File: src/rtl/su_pkg.sv
// ---------------------------------------------------------------------------
// su_pkg
// Shared definitions for the smart-UART command engine: frame opcodes, the
// engine state encoding and the decoded-opcode type.
// ---------------------------------------------------------------------------
package su_pkg;

    // Frame opcodes (first byte of a command frame, and the response header).
    localparam logic [7:0] SU_CMD_WR_WORD  = 8'hA1;
    localparam logic [7:0] SU_CMD_RD_WORD  = 8'hA2;
    localparam logic [7:0] SU_CMD_RSP      = 8'hA3;
    localparam logic [7:0] SU_CMD_RD_BURST = 8'hA4;

    typedef enum logic [2:0] {
        ST_IDLE,
        ST_GET_ADDR,
        ST_GET_DATA,
        ST_GET_CNT,
        ST_BUS_WR,
        ST_BUS_RD,
        ST_SEND_HDR,
        ST_SEND_DATA
    } su_state_t;

    typedef enum logic [1:0] {
        OP_WR,
        OP_RD,
        OP_BURST
    } su_op_t;

    // True for the bytes that open a command frame when seen in IDLE.
    function automatic logic su_is_cmd(input logic [7:0] b);
        return (b == SU_CMD_WR_WORD) || (b == SU_CMD_RD_WORD) || (b == SU_CMD_RD_BURST);
    endfunction

    function automatic su_op_t su_decode_op(input logic [7:0] b);
        su_op_t op;
        case (b)
            SU_CMD_WR_WORD: op = OP_WR;
            SU_CMD_RD_WORD: op = OP_RD;
            default:        op = OP_BURST;
        endcase
        return op;
    endfunction

endpackage

File: src/rtl/su_shift_in.sv
// ---------------------------------------------------------------------------
// su_shift_in
// Byte-serial shift register, MS byte first, with a down-counting byte
// counter. 'last' is high while the next shifted byte completes the field;
// the counter reloads itself after that byte so the field can be reused.
// A parallel load lets the owner overwrite the value (used for burst
// address increments).
// Ports:
//   clk, rst   clock, asynchronous active-high reset
//   clr        re-arm byte counter (field value is kept)
//   shift_en   shift byte_in into the LS byte
//   byte_in    incoming byte
//   load_en    overwrite value with load_val (wins over shift)
//   load_val   parallel load value
//   data       current field value
//   last       next shifted byte is the final byte of the field
// ---------------------------------------------------------------------------
module su_shift_in #(
    parameter int NBYTES = 4
) (
    input  logic                  clk,
    input  logic                  rst,
    input  logic                  clr,
    input  logic                  shift_en,
    input  logic [7:0]            byte_in,
    input  logic                  load_en,
    input  logic [8*NBYTES-1:0]   load_val,
    output logic [8*NBYTES-1:0]   data,
    output logic                  last
);

    localparam int W = 8 * NBYTES;
    localparam logic [3:0] CNT_INIT = 4'(NBYTES - 1);

    logic [W-1:0] data_q, data_d;
    logic [3:0]   cnt_q, cnt_d;
    logic [W+7:0] shifted;

    // NOTE: every variable written here gets a default first, so no path
    // leaves it unassigned and no latch is inferred.
    always_comb begin
        data_d  = data_q;
        cnt_d   = cnt_q;
        shifted = {data_q, byte_in};
        if (clr) begin
            cnt_d = CNT_INIT;
        end else if (shift_en) begin
            data_d = shifted[W-1:0];
            cnt_d  = (cnt_q == 4'd0) ? CNT_INIT : cnt_q - 4'd1;
        end
        if (load_en) begin
            data_d = load_val;
        end
    end

    // NOTE: state is updated with non-blocking assignments so every flop
    // samples the pre-edge value of every other flop.
    always_ff @(posedge clk or posedge rst) begin
        if (rst) begin
            data_q <= '0;
            cnt_q  <= CNT_INIT;
        end else begin
            data_q <= data_d;
            cnt_q  <= cnt_d;
        end
    end

    assign data = data_q;
    assign last = (cnt_q == 4'd0);

endmodule

File: src/rtl/su_cmd_engine.sv
// ---------------------------------------------------------------------------
// su_cmd_engine
// Smart-UART command engine. Decodes WR_WORD / RD_WORD / RD_BURST frames
// received from the UART into bus transactions and returns read data as
// RSP frames. Bytes that do not open a frame are passed to the console.
// Ports:
//   clk, rst              clock, asynchronous active-high reset
//   rx_byte/rx_valid      received byte strobe (no backpressure)
//   tx_byte/tx_valid      byte to transmitter, held until tx_ready
//   tx_ready              transmitter accept
//   pt_byte/pt_valid      console pass-through byte strobe
//   bus_req/bus_we        bus request (held until bus_ack) and direction
//   bus_addr/bus_wdata    bus address and write data
//   bus_rdata/bus_ack     read data, sampled on the ack strobe
//   busy                  engine not idle
//   err_timeout           pulse: frame dropped after inter-byte timeout
//   err_overrun           pulse: rx byte dropped during a bus/send phase
// ---------------------------------------------------------------------------
module su_cmd_engine
    import su_pkg::*;
#(
    parameter int ADDR_BYTES  = 4,
    parameter int DATA_BYTES  = 4,
    parameter int TIMEOUT_CYC = 50000,
    parameter int WR_ACK_EN   = 0
) (
    input  logic                    clk,
    input  logic                    rst,
    input  logic [7:0]              rx_byte,
    input  logic                    rx_valid,
    output logic [7:0]              tx_byte,
    output logic                    tx_valid,
    input  logic                    tx_ready,
    output logic [7:0]              pt_byte,
    output logic                    pt_valid,
    output logic                    bus_req,
    output logic                    bus_we,
    output logic [8*ADDR_BYTES-1:0] bus_addr,
    output logic [8*DATA_BYTES-1:0] bus_wdata,
    input  logic [8*DATA_BYTES-1:0] bus_rdata,
    input  logic                    bus_ack,
    output logic                    busy,
    output logic                    err_timeout,
    output logic                    err_overrun
);

    localparam int AW    = 8 * ADDR_BYTES;
    localparam int DW    = 8 * DATA_BYTES;
    localparam int TMO_W = $clog2(TIMEOUT_CYC);
    localparam logic [TMO_W-1:0] TMO_LAST  = TMO_W'(TIMEOUT_CYC - 1);
    localparam logic [2:0]       BYTE_LAST = 3'(DATA_BYTES - 1);

    su_state_t        state_q, state_d;
    su_op_t           op_q, op_d;
    logic [7:0]       cnt_q, cnt_d;          // remaining extra burst reads
    logic             first_q, first_d;      // next read is the first of the frame
    logic [DW-1:0]    rdata_q, rdata_d;
    logic [2:0]       byte_cnt_q, byte_cnt_d; // data byte index, counts down
    logic [TMO_W-1:0] tmo_q, tmo_d;
    logic             bus_req_q, bus_req_d;
    logic             bus_we_q, bus_we_d;
    logic             pt_valid_q, pt_valid_d;
    logic [7:0]       pt_byte_q, pt_byte_d;
    logic             err_timeout_q, err_timeout_d;
    logic             err_overrun_q, err_overrun_d;

    logic          addr_last, data_last;
    logic          addr_load;
    logic [AW-1:0] addr_inc;
    logic          in_get, in_busy_phase, tmo_expire, tx_hs;
    logic [DW-1:0] rdata_sh;

    // Address field; also holds the running burst address.
    su_shift_in #(.NBYTES(ADDR_BYTES)) u_addr (
        .clk      (clk),
        .rst      (rst),
        .clr      (state_q != ST_GET_ADDR),
        .shift_en (rx_valid && (state_q == ST_GET_ADDR)),
        .byte_in  (rx_byte),
        .load_en  (addr_load),
        .load_val (addr_inc),
        .data     (bus_addr),
        .last     (addr_last)
    );

    su_shift_in #(.NBYTES(DATA_BYTES)) u_data (
        .clk      (clk),
        .rst      (rst),
        .clr      (state_q != ST_GET_DATA),
        .shift_en (rx_valid && (state_q == ST_GET_DATA)),
        .byte_in  (rx_byte),
        .load_en  (1'b0),
        .load_val ('0),
        .data     (bus_wdata),
        .last     (data_last)
    );

    // Transmit path is decoded straight from held state, so the byte cannot
    // change while a handshake is pending.
    always_comb begin
        rdata_sh = rdata_q >> {byte_cnt_q, 3'b000};
        tx_valid = (state_q == ST_SEND_HDR) || (state_q == ST_SEND_DATA);
        tx_byte  = 8'h00;
        if (state_q == ST_SEND_HDR) begin
            tx_byte = SU_CMD_RSP;
        end else if (state_q == ST_SEND_DATA) begin
            tx_byte = rdata_sh[7:0];
        end
    end

    always_comb begin
        state_d       = state_q;
        op_d          = op_q;
        cnt_d         = cnt_q;
        first_d       = first_q;
        rdata_d       = rdata_q;
        byte_cnt_d    = byte_cnt_q;
        tmo_d         = '0;
        pt_valid_d    = 1'b0;
        pt_byte_d     = pt_byte_q;
        err_timeout_d = 1'b0;
        err_overrun_d = 1'b0;
        addr_load     = 1'b0;
        addr_inc      = bus_addr + AW'(DATA_BYTES);
        tmo_expire    = 1'b0;
        tx_hs         = tx_valid && tx_ready;
        in_get        = (state_q == ST_GET_ADDR) || (state_q == ST_GET_DATA) ||
                        (state_q == ST_GET_CNT);
        in_busy_phase = (state_q == ST_BUS_WR) || (state_q == ST_BUS_RD) ||
                        (state_q == ST_SEND_HDR) || (state_q == ST_SEND_DATA);

        // Inter-byte timer: a byte on the expiry cycle still clears it.
        if (in_get) begin
            if (rx_valid) begin
                tmo_d = '0;
            end else if (tmo_q == TMO_LAST) begin
                tmo_expire = 1'b1;
            end else begin
                tmo_d = tmo_q + TMO_W'(1);
            end
        end

        case (state_q)
            ST_IDLE: begin
                if (rx_valid) begin
                    if (su_is_cmd(rx_byte)) begin
                        op_d    = su_decode_op(rx_byte);
                        state_d = ST_GET_ADDR;
                    end else begin
                        pt_valid_d = 1'b1;
                        pt_byte_d  = rx_byte;
                    end
                end
            end
            ST_GET_ADDR: begin
                if (rx_valid && addr_last) begin
                    case (op_q)
                        OP_WR:   state_d = ST_GET_DATA;
                        OP_RD: begin
                            cnt_d   = 8'd0;
                            first_d = 1'b1;
                            state_d = ST_BUS_RD;
                        end
                        default: state_d = ST_GET_CNT;
                    endcase
                end
            end
            ST_GET_DATA: begin
                if (rx_valid && data_last) begin
                    state_d = ST_BUS_WR;
                end
            end
            ST_GET_CNT: begin
                if (rx_valid) begin
                    cnt_d   = rx_byte;
                    first_d = 1'b1;
                    state_d = ST_BUS_RD;
                end
            end
            ST_BUS_WR: begin
                if (bus_ack) begin
                    state_d = (WR_ACK_EN != 0) ? ST_SEND_HDR : ST_IDLE;
                end
            end
            ST_BUS_RD: begin
                if (bus_ack) begin
                    rdata_d    = bus_rdata;
                    byte_cnt_d = BYTE_LAST;
                    first_d    = 1'b0;
                    // Only the first word of a frame carries the header.
                    state_d    = first_q ? ST_SEND_HDR : ST_SEND_DATA;
                end
            end
            ST_SEND_HDR: begin
                if (tx_hs) begin
                    state_d = (op_q == OP_WR) ? ST_IDLE : ST_SEND_DATA;
                end
            end
            ST_SEND_DATA: begin
                if (tx_hs) begin
                    if (byte_cnt_q != 3'd0) begin
                        byte_cnt_d = byte_cnt_q - 3'd1;
                    end else if (cnt_q != 8'd0) begin
                        cnt_d     = cnt_q - 8'd1;
                        addr_load = 1'b1;
                        state_d   = ST_BUS_RD;
                    end else begin
                        state_d = ST_IDLE;
                    end
                end
            end
            default: state_d = ST_IDLE;
        endcase

        // Expiry only happens in GET_* without an rx byte, so it never
        // competes with a field completing on the same cycle.
        if (tmo_expire) begin
            state_d       = ST_IDLE;
            err_timeout_d = 1'b1;
        end

        if (rx_valid && in_busy_phase) begin
            err_overrun_d = 1'b1;
        end

        // Registered bus strobes follow the state being entered.
        bus_req_d = (state_d == ST_BUS_WR) || (state_d == ST_BUS_RD);
        bus_we_d  = (state_d == ST_BUS_WR);
    end

    always_ff @(posedge clk or posedge rst) begin
        if (rst) begin
            state_q       <= ST_IDLE;
            op_q          <= OP_WR;
            cnt_q         <= 8'd0;
            first_q       <= 1'b0;
            rdata_q       <= '0;
            byte_cnt_q    <= 3'd0;
            tmo_q         <= '0;
            bus_req_q     <= 1'b0;
            bus_we_q      <= 1'b0;
            pt_valid_q    <= 1'b0;
            pt_byte_q     <= 8'h00;
            err_timeout_q <= 1'b0;
            err_overrun_q <= 1'b0;
        end else begin
            state_q       <= state_d;
            op_q          <= op_d;
            cnt_q         <= cnt_d;
            first_q       <= first_d;
            rdata_q       <= rdata_d;
            byte_cnt_q    <= byte_cnt_d;
            tmo_q         <= tmo_d;
            bus_req_q     <= bus_req_d;
            bus_we_q      <= bus_we_d;
            pt_valid_q    <= pt_valid_d;
            pt_byte_q     <= pt_byte_d;
            err_timeout_q <= err_timeout_d;
            err_overrun_q <= err_overrun_d;
        end
    end

    assign bus_req     = bus_req_q;
    assign bus_we      = bus_we_q;
    assign pt_valid    = pt_valid_q;
    assign pt_byte     = pt_byte_q;
    assign err_timeout = err_timeout_q;
    assign err_overrun = err_overrun_q;
    assign busy        = (state_q != ST_IDLE);

endmodule

File: config.mk
export PLATFORM = sky130hd
export DESIGN_NAME = su_cmd_engine
export DESIGN_NICKNAME = d
export VERILOG_FILES = /design/src/rtl/su_pkg.sv /design/src/rtl/su_shift_in.sv /design/src/rtl/su_cmd_engine.sv
export SDC_FILE = /design/constraint.sdc
export NUM_CORES = 1
export LEC_CHECK = 0
export CORE_AREA = 2 2 94 163
export CTS_BUF_LIST = sky130_fd_sc_hd__clkbuf_16
export DETAILED_ROUTE_END_ITERATION = 10
export DIE_AREA = 0 0 96 165
export PLACE_DENSITY = 0.79
export SLEW_MARGIN = 20
export SYNTH_ARGS = -nofsm -noshare
export SYNTH_HDL_FRONTEND = slang
export SYNTH_SLANG_ARGS = --single-unit
export TNS_END_PERCENT = 20
File: constraint.sdc
create_clock -name clk -period 5.7 [get_ports clk]
set_input_delay 1.14 -clock clk [delete_from_list [all_inputs] [get_ports clk]]
set_output_delay 1.14 -clock clk [all_outputs]
set_load 0.01 [all_outputs]
Yosys cells after proc, flatten, opt, wreduce, memory -nomap -nowiden

Index checks and enable logic that the tools add are counted.

Bits in registers: 150
Bits of input ports: 45
Word-level logic and storage cells: 146

Add/sub/neg operators: 6
Equal/unequal tests: 25
Shift operators: 1
Mux-type cells: 59
Bitwise gates (word level): 2
Reduce and logical (&&, ||, !) cells: 36

Operators with widths:

| cell                    | number |
|---|---|
| $mux W32                | 3 |
| $mux W8                 | 8 |
| $mux W16                | 3 |
| $mux W3                 | 16 |
| $add A32 B3 Y32 const B | 1 |
| $shr A32 B6 Y8          | 1 |
| $eq A8 B8 Y1 const B    | 3 |
| $mux W4                 | 6 |
| $pmux W3 S8             | 1 |
| $pmux W8 S3             | 1 |
| $eq A3 B3 Y1 const B    | 6 |
| $mux W1                 | 17 |
| $add A16 B1 Y16 const B | 1 |
| $eq A16 B16 Y1 const B  | 1 |
| $pmux W3 S2             | 2 |
| $reduce_bool A3 Y1      | 4 |
| $ne A2 B2 Y1 const B    | 5 |
| $logic_or A1 B1 Y1      | 9 |
| $logic_not A4 Y1        | 2 |
| $ne A2 B1 Y1 const B    | 4 |
| $reduce_bool A2 Y1      | 4 |
| $reduce_bool A8 Y1      | 1 |
| $sub A4 B1 Y4 const B   | 2 |
| $sub A8 B1 Y8 const B   | 1 |
| other kinds (17)        | 27 |

Longest topological paths before layout

Gate-level depths: netlist of the first run.

Depth in word-level cells: 9
Gate-level depth with buffers: 10

Hierarchy

Synthesis of the first run repeated with hierarchy kept, for this count alone.

Cell total of the unflattened synthesis: 770
Area total of the unflattened synthesis: 8699.6 um^2

By module, submodules not included:

| module               | times used | cells an instance | area an instance (um^2) | seq. area each (um^2) |
|---|---|---|---|---|
| su_cmd_engine        | 1          | 423               | 4479.3                  | 1951.9 |
| su_shift_in (u_addr) | 1          | 173               | 2162.1                  | 903.4 |
| su_shift_in (u_data) | 1          | 174               | 2058.2                  | 903.4 |

Worst setup path before layout of the first run

Ideal clock, no wire load.

Path type: reg-to-output
From: reg byte_cnt_q[0]
To: out tx_byte[0]
Arrival: 1.454 ns
Data required time: 4.560 ns
Path slack: 3.106 ns
Cell stages (with the launch flop): 5
Buffers on the path: 1
Cells stage by stage: dfrtp_1 > clkbuf_1 > mux4_2 > inv_1 > o21ai_0

Word-level cells in the longest chain between the ends: 3

RTL lines:

| item                     | RTL line             | source |
|---|---|---|
| start: declaration       | su_cmd_engine.sv:58  | `logic [2:0] byte_cnt_q, byte_cnt_d;` |
| start signal: assignment | su_cmd_engine.sv:252 | `byte_cnt_q <= byte_cnt_d;` |
| $shr A32 B6 Y8           | su_cmd_engine.sv:101 | `rdata_sh = rdata_q >> {byte_cnt_q, 3'b000};` |
| $mux W8                  | su_cmd_engine.sv:106 | `end else if (state_q == ST_SEND_DATA) begin` |
| $mux W8                  | su_cmd_engine.sv:104 | `if (state_q == ST_SEND_HDR) begin` |
| end: declaration         | su_cmd_engine.sv:31  | `output logic [7:0] tx_byte,` |

Every way passes these cells.

Worst setup path in the final report of the first run

From: reg state_q[2]
To: out tx_byte[5]

Word-level cells in the longest chain between the ends: 3
Elaborated cells on any way between the ends: 4
Classes of those cells: eq/ne: 2; mux: 2

RTL lines:

| item                     | RTL line             | source |
|---|---|---|
| start: declaration       | su_cmd_engine.sv:53  | `su_state_t state_q, state_d;` |
| start signal: assignment | su_cmd_engine.sv:247 | `state_q <= state_d;` |
| $eq A3 B3 Y1             | su_cmd_engine.sv:106 |  |
| $mux W8                  | su_cmd_engine.sv:106 |  |
| $mux W8 (*)              | su_cmd_engine.sv:104 |  |

Mark *: on every way between the ends. The rest lies on a longest branch, timed or not.

==> results of run 1 <==
-- worst register-to-register path, cell delays in order, from the launching register on --
cell and delay (ps):
dfrtp_1 910, nand4b_4 310, a2111oi_4 760, buf_4 320, nand4_2 140, or3_1 390, nand3_1 80
-- sequential cells by signal (all words and copies together) (netlist names), 2 cells and up --
register      cells
cnt_q             8
u_data.cnt_q      4
u_data.data      32
state_q           3
u_addr.cnt_q      4
u_addr.data      32
op_q              2
rdata_q          32
pt_byte           8
byte_cnt_q        3
tmo_q            16
-- kinds of logic after synthesis --
family	count (synthesis)
xor+xnor	21
fa+ha+maj	9
mux	51
compound gates	123
flops	150
simple gates	341
buf+inv	73
-- synth_stat cells, types with 3 or more instances --
master,number,share of area [%]
a41oi_1,3,0.35
a21oi_1,21,1.4
mux2i_1,3,0.40
inv_1,28,1.4
buf_2,11,0.73
nand4_1,21,1.7
xnor2_1,8,0.93
nor4_1,4,0.33
a211oi_1,6,0.60
o21ai_1,3,0.20
o211ai_1,13,1.3
nand3_1,30,2.0
nor2b_1,11,0.91
nor3_1,11,0.73
clkbuf_1,27,1.3
nor2_1,48,2.4
mux4_2,8,2.4
nand2_1,158,7.9
buf_4,3,0.30
nand2b_1,6,0.50
dfstp_2,4,1.4
o311ai_1,4,0.46
and3_1,7,0.58
nor4bb_1,3,0.40
and2_1,5,0.42
or4_1,5,0.50
a22oi_1,9,0.90
dfrtp_1,146,48
a31oi_1,4,0.33
xor2_1,13,1.5
and4_1,5,0.58
mux2_2,40,6.0
ha_1,9,1.5
o21ai_0,35,2.3
or3_1,9,0.75
-- per-stage QoR --
| stage | total power [mW] | instance area [µm²] | hold slack (ps) |
|---|---|---|---|
| 2_1_floorplan | 2.287 | 7533 | 440.3 |
| 3_3_place_gp | 2.824 | 8944 | 452.1 |
| 3_5_place_dp | 2.865 | 8944 | 462.4 |
| 4_1_cts | 3.958 | 9512 | 478.5 |
| 5_1_grt | 4.157 | 9513 | 500.2 |
| 6_report | 3.946 | 9513 | 477.7 |
-- layout make-up --
cell class | instances | area [µm²] | area share (%)
Tap cell | 180 | 225.2 | 2.367
Multi-Input combinational cell | 545 | 3491 | 36.70
Clock inverter | 15 | 142.6 | 1.499
Sequential cell | 150 | 3759 | 39.51
Inverter | 29 | 113.9 | 1.197
Clock buffer | 17 | 425.4 | 4.472
Timing Repair Buffer | 137 | 1356 | 14.26
-- power groups by stage --
stage | combinational, mW | clock, mW | sequential (mW)
after detailed placement | 1.14 | 0 | 1.73
after CTS | 1.15 | 1.10 | 1.71
after floorplan | 0.628 | 0 | 1.66
final | 1.14 | 1.09 | 1.72
after global routing | 1.25 | 1.15 | 1.76
after global placement | 1.11 | 0 | 1.71
-- worst paths after layout --
check | from | endpoint | slack [ps] | cells past startpoint
setup / recovery | state_q[2] | tx_byte[5] | 2040 | 3
hold / removal | rdata_q[18] | rdata_q[18] | 480 | 2
setup reg to reg | state_q[2] | u_addr.data[22] | 2740 | 6
hold reg to reg | rdata_q[18] | rdata_q[18] | 480 | 2
max in group asynchronous | rst | u_addr.cnt_q[1] | 3460 | 3
min in group asynchronous | rst | u_addr.data[23] | 1220 | 2
-- layer usage --
metal	global-route usage (%)	wire (µm)	vias up
met5	0	0	-
met4	11.88	575	0
met3	4.151	909	56
met2	44.19	10330	239
met1	28.29	6986	3104
li1	-	-	2945
==> impl_metrics.yaml, run 1 <==
place:
  post-place-cells: 1041
  place.detailed.hpwl_um: 13030
  pre_cts_slack_ps: 2056
  placement.io_buffers: 131
  routabilityCongestion: 0.8950
pwr:
  power.combinational.fraction_pct: 28.8
  peakVddDrop_mv: 0.2616
  power-per-cell-area_mw_per_mm2: 414.8
  p_seq_share_pct: 43.6
  p_sw_mw: 1.349
  p_int_mw: 2.597
  sw_frac_of_total_pct: 34.20
  power.clock.fraction_pct: 27.6
  power.static_leakage_nw: 4.186
yosys:
  share_of_synthesized_registers_carrying_an_async_set_or_reset_pct: 100.0
  synth-compound-area-share_pct: 11.04
  mappedNetlistNets: 822
  post_synth_inst_count: 768
  synth_edf_count: 0
  ys.flop_type: "dfrtp_1"
  synth_warnings: 0
  ys_seq_area_share_pct: 49.89
  synth-simple-area-share_pct: 22.37
  synth_seq_cells: 150
  syn_area_per_cell_um2: 9.809
  adder_and_majority_gate_portion_of_the_synthesized_area_pct: 1.495
  yosys.cell_types.count: 70
  synth_xor_area_share_pct: 2.441
  synth.mux.area_fraction_pct: 8.769
  combinational_family_with_the_most_area_after_synthesis: "simple AND/OR/NAND/NOR gates"
  syn_area_mm2: 0.007533
finish:
  layout-area-overhead-vs-synth_pct: 26.27
  finalNonFillerCells: 1073
  most_common_cell_after_layout_fill_and_taps_aside: "nand2_1"
  filler_cell_count: 1181
  insertedDiodeCount: 0
  design.final.nets: 934
  drive_gt1_share_pct: 11.65
  final_core_density_pct: 65.87
  final_cell_mix: "158 x nand2_1, 146 x dfrtp_1, 131 x clkdlybuf4s50_1"
critical_path:
  cp.arrival_ps: 2520
  crit_path_max_incr_delay_ps: 910
  setup.worst_path.start_class: "flop"
  endpoint_required_time_on_the_critical_path_ps: 4560
  endpoint_kind: "output pin"
  worst_path_dominant_cell_family: "flip-flops"
  crit_fanout: 22
  critical_path.n_buffers_inverters: 1
  crit_slowest_cell: "dfrtp_1"
  crit_type: "reg -> out"
  crit_path_cell_trace: "nand4b_4, o21ai_0, clkdlybuf4s50_1"
sta:
  report.final.hold_viol_count: 0
  final_worst_path_cycle_share_pct: 64.18
  worst_slew_pin_slew_ps: 862.8
  fin_worst_skew_ps: 15.83
  final.min_clock_period_ps: 3658
  clock.fmax_mhz: 273.4
  final.setup.tns_ps: 0
  slew_headroom_pct: 42.48
  report.final.setup_viol: 0
  worst_slack_ps: 2042
  grt_setup_unrepaired: "false"
  slew_viol_final: 0
clocking:
  clkLatencyLatePin_ps: 420
  cts_inserted_buffers: 17
  cts_resized: 0
  path_clk_slew_ps: 60
  cts_htree_levels: 4
  cts.path.max_buffers: 2
  tritoncts_clock_tree: "built"
  clock-sinks: 150
  cts-hold-fix-buffers: 0
  clock-root-buffer: "clkbuf_16"
  post-cts-setup-buffer-count: 0
floorplan:
  placementRows: 58
  io_pins: 132
  fp.dieArea_mm2: 0.01584
  die_width_um: 96
  die_h_um: 165
  initial_utilization_pct: 52.17
  core_area_mm2: 0.01444
outcome:
  outcome: "complete, no violations"
run:
  maxCapViolations: 0
route:
  detailedRoute.firstIterationViolations: 415
  vias_per_cell: 5.912
  drc: 0
  totalWireLength_um: 18800
  drt-wirelength-per-cell_um: 17.52
  routed-via-count: 6344
  ant_nets: 0
  firstDrtPassIters: 6
global_route:
  first_global_vias: 6439
  grt_start_max_net_pins: 76
  antenna_found_initial: 0
  grt_pass1_wl_um: 30920
  track_usage_pct: 24.86
  global_route_total_overflow: 0
min_path:
  hold_path_class: "reg -> reg"
Power figures use the tool's default switching activity.
==> run 2, diff against run 1 <==
--- a/config.mk
+++ b/config.mk
@@ -5,11 +5,11 @@
 export SDC_FILE = /design/constraint.sdc
 export NUM_CORES = 1
 export LEC_CHECK = 0
-export CORE_AREA = 2 2 94 163
+export CORE_AREA = 2 2 98 171
 export CTS_BUF_LIST = sky130_fd_sc_hd__clkbuf_16
 export DETAILED_ROUTE_END_ITERATION = 10
-export DIE_AREA = 0 0 96 165
-export PLACE_DENSITY = 0.79
+export DIE_AREA = 0 0 100 173
+export PLACE_DENSITY = 0.76
 export SLEW_MARGIN = 20
 export SYNTH_ARGS = -nofsm -noshare
 export SYNTH_HDL_FRONTEND = slang
==> constraint.sdc (replaced) <==
create_clock -name clk -period 3.2 [get_ports clk]
set_input_delay 0.64 -clock clk [delete_from_list [all_inputs] [get_ports clk]]
set_output_delay 0.64 -clock clk [all_outputs]
set_load 0.01 [all_outputs]
==> run 2 against run 1 <==
  * Power up 78%
  * Via count about the same
  * Non-clock buffer count up 12
  * Critical endpoint unchanged
  * Largest power group unchanged
==> impl_metrics.yaml, run 2 (synthesized netlist as in run 1, its figures left out) <==
outcome:
  outcome: "complete, no violations"
min_path:
  min_delay_worst_endpoint: "rdata_q[28]"
  worstHoldPathCells: 2
  holdCritStartpoint: "rdata_q[28]"
  hold_path_class: "reg -> reg"
route:
  drt-wirelength-per-cell_um: 17.36
  route.met2.wl_um: 10620
  route.met3.wl_um: 791
  routed-via-count: 6345
  detailedRoute.firstIterationViolations: 463
  vias_per_cell: 5.800
  top_layer_used: "met4"
  ant_nets: 0
  met1_routed_length_um: 6944
  drc: 0
  totalWireLength_um: 19000
  firstDrtPassIters: 5
critical_path:
  regToRegStartpoint: "byte_cnt_q[0]"
  critical_path.n_buffers_inverters: 2
  critical_path.reg2reg.endpoint: "cnt_q[0]"
  crit_path_max_incr_delay_ps: 700
  cp.arrival_ps: 2350
  crit_slowest_cell: "dfrtp_1"
  endpoint_required_time_on_the_critical_path_ps: 2560
  endpoint_kind: "output pin"
  worst_path_dominant_cell_family: "flip-flops"
  crit_type: "reg -> out"
  worst-r2r-setup-slack_ps: 580
  crit_fanout: 10
  crit_path_start: "byte_cnt_q[0]"
  crit_path_cell_trace: "mux4_2, inv_1, o21ai_0, clkdlybuf4s50_1"
  r2r_cells: 7
  setup.worst_path.start_class: "flop"
place:
  pre_cts_slack_ps: 406.8
  placement.io_buffers: 131
  place_area_mm2: 0.009081
  place.detailed.hpwl_um: 13570
  post-place-cells: 1062
  routabilityCongestion: 0.8682
clocking:
  cts_resized: 0
  clkLatencyLatePin_ps: 430
  post-cts-setup-buffer-count: 0
  cts.path.max_buffers: 2
  cts_htree_levels: 4
  clock-root-buffer: "clkbuf_16"
  path_clk_slew_ps: 60
  tritoncts_clock_tree: "built"
  clock-sinks: 150
  cts_inserted_buffers: 17
  cts-hold-fix-buffers: 0
run:
  maxCapViolations: 0
sta:
  final_worst_path_cycle_share_pct: 93.50
  slew_viol_final: 0
  grt_setup_unrepaired: "false"
  fin_worst_skew_ps: 10.51
  worst_slack_ps: 208.0
  report.final.hold_viol_count: 0
  fin_worst_hold_slack_ps: 472.8
  final.min_clock_period_ps: 2992
  worst_slew_pin_slew_ps: 805.9
  slew_headroom_pct: 45.86
  report.final.setup_viol: 0
  final.setup.tns_ps: 0
  clock.fmax_mhz: 334.2
floorplan:
  die_width_um: 100
  initial_utilization_pct: 47.45
  fp.dieArea_mm2: 0.01730
  placementRows: 61
  core_area_mm2: 0.01588
  io_pins: 132
  die_h_um: 173
finish:
  final_design_area_no_fill_mm2: 0.009649
  drive_gt1_share_pct: 12.38
  design.final.nets: 946
  finalNonFillerCells: 1094
  layout-area-overhead-vs-synth_pct: 28.08
  final_core_density_pct: 60.78
  insertedDiodeCount: 0
  most_common_cell_after_layout_fill_and_taps_aside: "nand2_1"
  final_cell_mix: "158 x nand2_1, 146 x dfrtp_1, 131 x clkdlybuf4s50_1"
pwr:
  power.static_leakage_nw: 4.264
  peakVddDrop_mv: 0.4489
  total_power_mw: 7.028
  power-per-cell-area_mw_per_mm2: 728.4
global_route:
  first_global_vias: 6407
  track_usage_pct: 23.31
  antenna_found_initial: 0
  grt_pass1_wl_um: 31970
  global_route_total_overflow: 0
  grt_start_max_net_pins: 55
==> run 2: how the worst max path moves through the flow <==
stage / end / slack [ps] / cells after the start
detailed placement: pt_byte[7] / 410 / 5
floorplan: bus_req / 670 / 1
global placement: pt_byte[7] / 380 / 5
finish: tx_byte[5] / 210 / 4
CTS: tx_byte[5] / 180 / 4
global route: tx_byte[0] / 50 / 4
==> run 2: power by group <==
group          leakage, nW  switching, mW  internal, mW  total (mW)
sequential            1.96          0.638          2.43        3.07
combinational         2.03          0.898          1.13        2.03
clock                0.280          0.796          1.14        1.93
==> run 2: cell type report <==
type                       instances  area, µm²
clock buffer                      17      425.4
clock inverter                    15      142.6
fill                            1328       6226
inverter                          29      112.6
multi-input combinational        545       3490
sequential                       150       3759
tap                              189      236.5
timing repair buffer             149       1484
==> run 2: worst register-to-register path, cell delays in order, from the launching register on <==
cell and delay (ps):
dfrtp_1 700, inv_1 190, ha_1 260, nor2b_1 190
a211oi_1 520, a2111o_1 410, a221oi_1 100, a21oi_1 170
==> run 2: per-layer routing <==
layer	vias up	global-route usage [%]
met5	-	0
met4	0	10.16
met3	55	4.365
met2	218	42.43
met1	3108	25.94
li1	2964	-
==> run 3, diff against run 2 <==
--- a/config.mk
+++ b/config.mk
@@ -5,10 +5,10 @@
 export SDC_FILE = /design/constraint.sdc
 export NUM_CORES = 1
 export LEC_CHECK = 0
-export CORE_AREA = 2 2 98 171
+export CORE_AREA = 3 3 99 172
 export CTS_BUF_LIST = sky130_fd_sc_hd__clkbuf_16
 export DETAILED_ROUTE_END_ITERATION = 10
-export DIE_AREA = 0 0 100 173
+export DIE_AREA = 0 0 102 175
 export PLACE_DENSITY = 0.76
 export SLEW_MARGIN = 20
 export SYNTH_ARGS = -nofsm -noshare
==> run 3 against run 2 <==
  * Clock skew increased by 2.2 ps
  * Sequential power hardly changed
  * Die area up 3.2%
  * Clock-buffer cell count unchanged
  * Critical endpoint is now tx_byte[0]
  * Power is 0.49% lower
  * Hold slack worse by 7.3 ps
  * Core utilization fell by 0.26 points
  * First-iteration DRC count decreased by 15%
  * Highest routed layer unchanged
  * Non-clock buffer count unchanged
  * Clock power is 3% lower
==> impl_metrics.yaml, run 3 (synthesized netlist as in run 1, its figures left out) <==
outcome:
  outcome: "complete, no violations"
critical_path:
  cp.arrival_ps: 2370
  endpoint_required_time_on_the_critical_path_ps: 2560
  r2r_cells: 8
  regToRegStartpoint: "byte_cnt_q[0]"
  crit_fanout: 10
  critical_path.reg2reg.endpoint: "u_addr.data[26]"
  crit_type: "reg -> out"
  worst-r2r-setup-slack_ps: 580
  crit_path_start: "byte_cnt_q[0]"
  endpoint_kind: "output pin"
  critical_path.endpoint: "tx_byte[0]"
  setup.worst_path.start_class: "flop"
sta:
  final_worst_path_cycle_share_pct: 93.99
  grt_setup_unrepaired: "false"
  slew_headroom_pct: 42.42
  worst_slew_pin_slew_ps: 857.1
  fin_worst_skew_ps: 12.69
  slew_viol_final: 0
  report.final.setup_viol: 0
  final.min_clock_period_ps: 3008
  worst_slack_ps: 192.3
  report.final.hold_viol_count: 0
  final.setup.tns_ps: 0
  clock.fmax_mhz: 332.5
  fin_worst_hold_slack_ps: 465.5
route:
  firstDrtPassIters: 7
  detailedRoute.firstIterationViolations: 394
  drc: 0
  ant_nets: 0
  drt-wirelength-per-cell_um: 17.38
  totalWireLength_um: 18990
  vias_per_cell: 5.711
  routed-via-count: 6242
place:
  post-place-cells: 1062
  pre_cts_slack_ps: 428.5
  place.detailed.hpwl_um: 13710
  placement.io_buffers: 131
  routabilityCongestion: 0.9154
  place_area_mm2: 0.009056
pwr:
  power-per-cell-area_mw_per_mm2: 727.9
  power.static_leakage_nw: 4.235
  peakVddDrop_mv: 0.4181
  total_power_mw: 6.994
clocking:
  cts_resized: 0
  path_clk_slew_ps: 60
  cts_inserted_buffers: 17
  cts_htree_levels: 4
  cts-hold-fix-buffers: 0
  cts.path.max_buffers: 2
  tritoncts_clock_tree: "built"
  clkLatencyLatePin_ps: 420
  post-cts-setup-buffer-count: 0
  clock-root-buffer: "clkbuf_16"
  clock-sinks: 150
floorplan:
  die_width_um: 102
  placementRows: 61
  core_area_mm2: 0.01588
  initial_utilization_pct: 47.45
  die_h_um: 175
  fp.dieArea_mm2: 0.01785
  io_pins: 132
finish:
  drive_gt1_share_pct: 12.61
  finalNonFillerCells: 1093
  insertedDiodeCount: 0
  most_common_cell_after_layout_fill_and_taps_aside: "nand2_1"
  final_cell_mix: "158 x nand2_1, 146 x dfrtp_1, 131 x clkdlybuf4s50_1"
  design.final.nets: 946
  final_core_density_pct: 60.52
  final_design_area_no_fill_mm2: 0.009608
  layout-area-overhead-vs-synth_pct: 27.54
global_route:
  track_usage_pct: 21.83
  global_route_total_overflow: 0
  first_global_vias: 6265
  antenna_found_initial: 0
  grt_start_max_net_pins: 108
  grt_pass1_wl_um: 30980
min_path:
  hold_path_class: "reg -> reg"
run:
  maxCapViolations: 0
-- run 3: critical path, stage by stage (launching register included) --
cell,delay [ps]
dfrtp_1,710
mux4_2,570
inv_1,70
o21ai_0,90
clkdlybuf4s50_1,510
-- run 3: worst min-delay path by stage --
stage / startpoint / end / slack [ps] / cells after the start
3_3_place_gp: rdata_q[30] / rdata_q[30] / 450 / 2
3_5_place_dp: rdata_q[16] / rdata_q[16] / 460 / 2
6_report: rdata_q[16] / rdata_q[16] / 470 / 2
2_1_floorplan: rdata_q[14] / rdata_q[14] / 440 / 2
5_1_grt: rdata_q[30] / rdata_q[30] / 500 / 2
4_1_cts: rdata_q[16] / rdata_q[16] / 470 / 2
-- run 3: cell type report --
cell class	instances	area, µm²
clock buffer	17	425.4
clock inverter	14	126.4
fill	1314	6267
inverter	29	112.6
multi-input combinational	545	3490
sequential	150	3759
tap	189	236.5
timing repair buffer	149	1459
-- run 3: layer usage --
layer / part of all wire (%) / GRT usage, %
met5: 0 / 0
met4: 3.0 / 8.703
met3: 3.7 / 3.516
met2: 55 / 39.09
met1: 38 / 25.43
-- run 3: where the power goes --
part | leakage (nW) | internal, mW | total [mW] | switching, mW
clock | 0.260 | 1.07 | 1.88 | 0.810
sequential | 1.96 | 2.43 | 3.05 | 0.622
combinational | 2.02 | 1.13 | 2.06 | 0.925
total | 4.23 | 4.64 | 6.99 | 2.36
